<file path="config.mk">
export PLATFORM = sky130hd
export DESIGN_NAME = systolic_array_nxn
export DESIGN_NICKNAME = d
export VERILOG_FILES = /design/src/rtl/systolic_array_nxn.sv
export SDC_FILE = /design/constraint.sdc
export NUM_CORES = 2
export LEC_CHECK = 0
export CORE_MARGIN = 10
export CORE_UTILIZATION = 25
export DETAILED_ROUTE_END_ITERATION = 8
export GPL_ROUTABILITY_DRIVEN = 0
export GPL_TIMING_DRIVEN = 1
export PLACE_DENSITY = 0.37
export SLEW_MARGIN = 5
export SYNTH_ARGS = -nofsm -noshare
export SYNTH_HDL_FRONTEND = slang
export SYNTH_SLANG_ARGS = --single-unit
</file>
<file path="constraint.sdc">
create_clock -name clk -period 7.31 [get_ports clk]
set_clock_uncertainty 0.15 [all_clocks]
set_input_delay 0.731 -clock clk [delete_from_list [all_inputs] [get_ports clk]]
set_output_delay 0.731 -clock clk [all_outputs]
set_load 0.01 [all_outputs]
</file>
<file path="src/rtl/systolic_array_nxn.sv">
// systolic_array_nxn: N x N output-stationary systolic matrix multiplier.
// Operand vectors (one column of A, one row of B) stream in over a valid/ready
// handshake. Each vector is skewed so that A[i][k] and B[k][j] meet in PE(i,j).
// A zero-injecting flush then completes the wavefront. All N*N accumulators
// are streamed out row-major over a valid/ready port.
// Optional build macro: SA_OUT_SAT_EN.
//   Defined:   out_data saturates to the signed OUT_W range.
//   Undefined: out_data is the low OUT_W bits of the accumulator.
module systolic_array_nxn #(
  parameter int N     = 4,
  parameter int DW    = 8,
  parameter int ACC_W = 24,
  parameter int OUT_W = 16,
  parameter int KW    = 8
) (
  input  logic              clk,
  input  logic              rst_n,
  input  logic              start,
  input  logic [KW-1:0]     k_len,
  output logic              busy,
  input  logic              in_valid,
  output logic              in_ready,
  input  logic [N*DW-1:0]   a_vec,
  input  logic [N*DW-1:0]   b_vec,
  output logic              out_valid,
  input  logic              out_ready,
  output logic [OUT_W-1:0]  out_data,
  output logic              out_last,
  output logic              done
);

  localparam int NN        = N * N;
  localparam int IDX_W     = (NN > 1) ? $clog2(NN) : 1;
  localparam int FLUSH_CYC = 2 * N - 2;
  localparam int FL_W      = $clog2(2 * N + 1);

  typedef enum logic [1:0] {IDLE, LOAD, FLUSH, DRAIN} state_t;

  state_t             state_reg, state_next;
  logic [KW-1:0]      k_len_reg, k_cnt_reg;
  logic [FL_W-1:0]    fl_cnt_reg;
  logic [IDX_W-1:0]   idx_reg, idx_inc;
  logic               out_valid_reg, out_last_reg, done_reg;
  logic [OUT_W-1:0]   out_data_reg;

  logic start_acc, in_acc, k_last, flush_step, fl_last, advance, out_acc, last_acc;

  logic signed [DW-1:0]    a_inj  [N];
  logic signed [DW-1:0]    b_inj  [N];
  logic signed [DW-1:0]    a_edge [N];
  logic signed [DW-1:0]    b_edge [N];
  logic signed [DW-1:0]    a_pe_reg [N][N];
  logic signed [DW-1:0]    b_pe_reg [N][N];
  logic signed [ACC_W-1:0] acc_reg  [NN];

  // Handshake and sequencing strobes
  assign start_acc  = (state_reg == IDLE) && start;
  assign in_acc     = (state_reg == LOAD) && in_valid;
  assign k_last     = in_acc && (k_cnt_reg == (k_len_reg - KW'(1)));
  assign flush_step = (state_reg == FLUSH);
  assign fl_last    = flush_step && (fl_cnt_reg == FL_W'(FLUSH_CYC - 1));
  assign advance    = in_acc || flush_step;
  assign out_acc    = out_valid_reg && out_ready;
  assign last_acc   = out_acc && out_last_reg;
  assign idx_inc    = idx_reg + 1'b1;

  assign busy      = (state_reg != IDLE);
  assign in_ready  = (state_reg == LOAD);
  assign out_valid = out_valid_reg;
  assign out_data  = out_data_reg;
  assign out_last  = out_last_reg;
  assign done      = done_reg;

`ifdef SA_OUT_SAT_EN
  localparam logic signed [ACC_W-1:0] SAT_MAX = {{(ACC_W-OUT_W+1){1'b0}}, {(OUT_W-1){1'b1}}};
  localparam logic signed [ACC_W-1:0] SAT_MIN = {{(ACC_W-OUT_W+1){1'b1}}, {(OUT_W-1){1'b0}}};
`endif

  // Accumulator to output-width conversion (clamp or truncate)
  function automatic logic [OUT_W-1:0] conv(input logic signed [ACC_W-1:0] v);
`ifdef SA_OUT_SAT_EN
    if (v > SAT_MAX)      conv = SAT_MAX[OUT_W-1:0];
    else if (v < SAT_MIN) conv = SAT_MIN[OUT_W-1:0];
    else                  conv = v[OUT_W-1:0];
`else
    conv = v[OUT_W-1:0];
`endif
  endfunction

  // FSM state register
  always_ff @(posedge clk or negedge rst_n) begin
    if (!rst_n) state_reg <= IDLE;
    else        state_reg <= state_next;
  end

  // FSM next-state logic
  always_comb begin
    state_next = state_reg;
    case (state_reg)
      IDLE:    if (start) state_next = (k_len == '0) ? DRAIN : LOAD;
      LOAD:    if (k_last) state_next = (N == 1) ? DRAIN : FLUSH;
      FLUSH:   if (fl_last) state_next = DRAIN;
      DRAIN:   if (last_acc) state_next = IDLE;
      default: state_next = IDLE;
    endcase
  end

  // Inner-dimension and flush counters
  always_ff @(posedge clk or negedge rst_n) begin
    if (!rst_n) begin
      k_len_reg  <= '0;
      k_cnt_reg  <= '0;
      fl_cnt_reg <= '0;
    end else begin
      if (start_acc) begin
        k_len_reg <= k_len;
        k_cnt_reg <= '0;
      end else if (in_acc) begin
        k_cnt_reg <= k_cnt_reg + 1'b1;
      end
      fl_cnt_reg <= flush_step ? fl_cnt_reg + 1'b1 : '0;
    end
  end

  // Result stream: load element 0 on entering DRAIN, step on each accept
  always_ff @(posedge clk or negedge rst_n) begin
    if (!rst_n) begin
      idx_reg       <= '0;
      out_valid_reg <= 1'b0;
      out_last_reg  <= 1'b0;
      out_data_reg  <= '0;
      done_reg      <= 1'b0;
    end else begin
      done_reg <= last_acc;
      if (start_acc) begin
        idx_reg <= '0;
      end else if ((state_reg == DRAIN) && !out_valid_reg) begin
        idx_reg       <= '0;
        out_valid_reg <= 1'b1;
        out_last_reg  <= (NN == 1);
        out_data_reg  <= conv(acc_reg[0]);
      end else if (out_acc) begin
        if (out_last_reg) begin
          out_valid_reg <= 1'b0;
          out_last_reg  <= 1'b0;
        end else begin
          idx_reg      <= idx_inc;
          out_last_reg <= (idx_inc == IDX_W'(NN - 1));
          out_data_reg <= conv(acc_reg[idx_inc]);
        end
      end
    end
  end

  // Input skew: row i of A and column j of B are delayed by i / j steps
  for (genvar gi = 0; gi < N; gi++) begin : g_skew
    assign a_inj[gi] = flush_step ? '0 : $signed(a_vec[gi*DW +: DW]);
    assign b_inj[gi] = flush_step ? '0 : $signed(b_vec[gi*DW +: DW]);
    if (gi == 0) begin : g_direct
      assign a_edge[gi] = a_inj[gi];
      assign b_edge[gi] = b_inj[gi];
    end else begin : g_delay
      logic signed [DW-1:0] a_sk_reg [gi];
      logic signed [DW-1:0] b_sk_reg [gi];
      // Shift chains advance only when the array steps
      always_ff @(posedge clk or negedge rst_n) begin
        if (!rst_n) begin
          for (int m = 0; m < gi; m++) begin
            a_sk_reg[m] <= '0;
            b_sk_reg[m] <= '0;
          end
        end else if (start_acc) begin
          for (int m = 0; m < gi; m++) begin
            a_sk_reg[m] <= '0;
            b_sk_reg[m] <= '0;
          end
        end else if (advance) begin
          a_sk_reg[0] <= a_inj[gi];
          b_sk_reg[0] <= b_inj[gi];
          for (int m = 1; m < gi; m++) begin
            a_sk_reg[m] <= a_sk_reg[m-1];
            b_sk_reg[m] <= b_sk_reg[m-1];
          end
        end
      end
      assign a_edge[gi] = a_sk_reg[gi-1];
      assign b_edge[gi] = b_sk_reg[gi-1];
    end
  end

  // Processing-element grid: a flows right, b flows down, acc stays put
  for (genvar gi = 0; gi < N; gi++) begin : g_row
    for (genvar gj = 0; gj < N; gj++) begin : g_col
      logic signed [DW-1:0]   a_in, b_in;
      logic signed [2*DW-1:0] prod;

      if (gj == 0) begin : g_a_edge
        assign a_in = a_edge[gi];
      end else begin : g_a_pass
        assign a_in = a_pe_reg[gi][gj-1];
      end
      if (gi == 0) begin : g_b_edge
        assign b_in = b_edge[gj];
      end else begin : g_b_pass
        assign b_in = b_pe_reg[gi-1][gj];
      end

      assign prod = a_in * b_in;

      // MAC step; accumulator wraps modulo 2^ACC_W
      always_ff @(posedge clk or negedge rst_n) begin
        if (!rst_n) begin
          a_pe_reg[gi][gj]  <= '0;
          b_pe_reg[gi][gj]  <= '0;
          acc_reg[gi*N+gj]  <= '0;
        end else if (start_acc) begin
          a_pe_reg[gi][gj]  <= '0;
          b_pe_reg[gi][gj]  <= '0;
          acc_reg[gi*N+gj]  <= '0;
        end else if (advance) begin
          a_pe_reg[gi][gj]  <= a_in;
          b_pe_reg[gi][gj]  <= b_in;
          acc_reg[gi*N+gj]  <= acc_reg[gi*N+gj] + ACC_W'(prod);
        end
      end
    end
  end

endmodule
</file>
==> flow_summary.toml <==
[global_route]
grt_first_pass_wirelength_mm = 352.0
grt_max_degree = 153
overflow = 0
grt_pass1_vias = 52310
grt_antenna_before_repair = 44
globalRouteTotalUtil = 0.1502

[cells_and_area]
largest_register_ffs = 256
area_delta_synth_final_pct = 11.37
multi_input_area_um2 = 49950
regArea_um2 = 14740
nFillCells = 29710
drive_gt1_frac = 0.04537
fin_util = 0.2794
final_cells = 10610
finalNetCount = 8599

[die]
core_area_um2 = 282000
chipWidth_um = 552.0
die_area_um2 = 304700
io_pins = 98
initial_core_util = 0.2509
rows = 195
die-height_um = 552.0

[logic_synthesis]
synth-edff-count = 0
async_flop_share = 1.000
avgSynthCellArea_um2 = 10.31
synth_seq_cells = 589
ys.flop_type = "dfrtp_1"
netlist_instances = 6861
synth_seq_area_share = 0.2083
yosysUniqueCellTypes = 51
syn_nets = 8677
syn_area_um2 = 70760
yosys_warnings = 0

[setup_path]
crit_fanout = 10
worstPathArrival_ns = 6.74
worst_path_most_repeated_cell = "fa_1"
startpoint_type = "flip-flop"
max_stage_delay_ns = 0.63
cp_cell_sequence = "inv_1 -> ha_1 -> nor2b_1 -> nand2_1 -> fa_1 -> inv_1 -> fa_1 -> fa_1 -> fa_1 -> inv_1 -> fa_1 -> inv_1 -> ha_1 -> o21ai_0 -> nor2_1 -> o311a_1 -> o21a_1 -> or3_1 -> a32o_1"
crit_path_end_kind = "flip-flop"
required_ns = 7.76
critPathKind = "reg -> reg"
crit_slowest_cell = "nor2b_1"

[timing]
slew_headroom = 0.3414
worstMarginPinSlew_ns = 0.9858
rsz0062_at_grt = "no"
fin_crit_sh = 0.8599
hold_viol_final = 0
max_freq_mhz = 159.1
setup_slack_ns = 1.024
setup_viol = 0
tns_ns = 0
period_needed_ns = 6.286
drv_slew = 0

[clock_tree]
postCtsHoldBufs = 1
htree_num_levels = 3
cts_buffer_depth = 3
cts_tree = "built"
numCtsBuffers = 89
cts-root-buf = "clkbuf_16"
clk_pin_slew_ns = 0.05
cts_setup_buffers = 0
cts_resized = 0
clock_latency_ns = 0.74
clock-sinks = 589

[flow_run]
cap_violations = 0

[detailed_routing]
vias = 47720
first_pass_iters = 5
wl_mm = 228.5
remaining_drc_errors = 0
avgViaCountPerCell = 4.500
detail-route-antenna-nets = 0
avgRoutedWirePerCell_um = 21.55
drtIter0Drc = 2593

[placement]
place_ws_ns = 0.7948
hpwl_mm = 183.7
dp_cells = 10430
io_buffers = 97

[power_and_ir_drop]
p_leak_uw = 0.03864
max-vdd-ir-drop_mv = 0.4126
power_density_nw_per_um2 = 455.1
power_uw = 35860

[hold_path]
hold_path.class = "reg -> reg"

[outcome]
status = "completed"
==> cells by family after synthesis <==
group	share of synthesized area
adder cells (fa/ha/maj)	0.4280
multiplexers	0.02847
AO/OA/AOI/OAI	0.1011
AND/OR/NAND/NOR	0.1151
XOR/XNOR	0.03225
buffers and inverters	0.08680
flip-flops	0.2083
==> power by group <==
group	switching (uW)	total, uW	internal (uW)
registers	3480	8020	4550
logic	13100	23300	10200
clock network	1830	4560	2730
==> path summary, 6_finish.rpt <==
kind / start / to / slack, ns / cells past startpoint
setup / recovery: state_reg[0] / acc_reg[373] / 1.02 / 19
hold / removal: g_skew[2].g_delay.a_sk_reg[12] / g_row[2].g_col[0].a_in[4] / 0.34 / 1
setup reg to reg: state_reg[0] / acc_reg[373] / 1.02 / 19
hold reg to reg: g_skew[2].g_delay.a_sk_reg[12] / g_row[2].g_col[0].a_in[4] / 0.34 / 1
max in group asynchronous: rst_n / g_skew[2].g_delay.a_sk_reg[15] / 4.86 / 4
min in group asynchronous: rst_n / acc_reg[255] / 0.46 / 2
==> cell usage after synthesis (all sizes together), types with 3 or more instances <==
cell	instances	area, um2
inv	1289	4838
fa	1136	22740
ha	603	7545
dfrtp	589	14740
and2	562	3516
nand2	541	2031
a22o	372	3258
clkbuf	278	1044
o21ai	231	1156
xnor2	202	1769
nor2	180	675.7
mux4	80	1824
or3	68	425.4
a211oi	64	480.5
xor2	56	490.5
a21oi	55	275.3
nand3	54	270.3
buf	53	260.3
o21a	49	367.9
a32o	48	480.5
nand2b	48	300.3
nor2b	46	287.8
nor3	35	180.2
o211ai	32	240.2
a31oi	19	118.9
mux2i	19	190.2
o31ai	18	135.1
or2	18	112.6
a21boi	16	120.1
a21o	16	120.1
nor4b	16	140.1
o311a	16	160.2
o41a	16	180.2
or4	15	112.6
nand4	4	25.02
and3	3	18.77
==> critical path, delay by kind of cell (launching register included) <==
family	cells	cell delay, ns
flops	1	0.45
fa+ha+maj	7	3.15
buf+inv	4	0.26
compound gates	4	0.95
simple gates	4	1.20
==> layout by cell type (no fill, tap or decap), drive strengths merged, types with 56 or more instances in the layout <==
| cell type | n |
|---|---|
| buf | 65 |
| clkbuf | 124 |
| fa | 1136 |
| a211oi | 64 |
| and2 | 562 |
| nor2 | 180 |
| xnor2 | 202 |
| mux4 | 80 |
| ha | 603 |
| dfrtp | 589 |
| xor2 | 56 |
| or3 | 68 |
| o21ai | 231 |
| clkdlybuf4s50 | 96 |
| nand2 | 541 |
| inv | 1291 |
| a22o | 372 |
==> routing by layer <==
layer	routed length [um]	up-vias	global-route usage
li1	-	21850	-
met3	7268	199	0.01736
met2	104800	650	0.2416
met4	4765	2	0.02895
met5	12	-	0
met1	111700	25020	0.2181
==> metrics by stage <==
stage          hold slack (ns)  cell area (um2)
2_1_floorplan           0.2854            70760
3_3_place_gp            0.3312            75780
3_5_place_dp            0.3351            75780
4_1_cts                 0.3472            78790
5_1_grt                 0.3572            78790
6_report                0.3448            78810
==> area by class of cell <==
cell class / instances / share of cell area
diodes: 8 / 0.0002540
clock buffers: 124 / 0.03213
clock inverters: 39 / 0.006017
inverters: 1289 / 0.06139
multi-input cells: 4652 / 0.6338
flip-flops and latches: 589 / 0.1871
well taps: 3743 / 0.05942
repair buffers: 162 / 0.01988
Note: power is estimated with default switching activity, not from simulation.
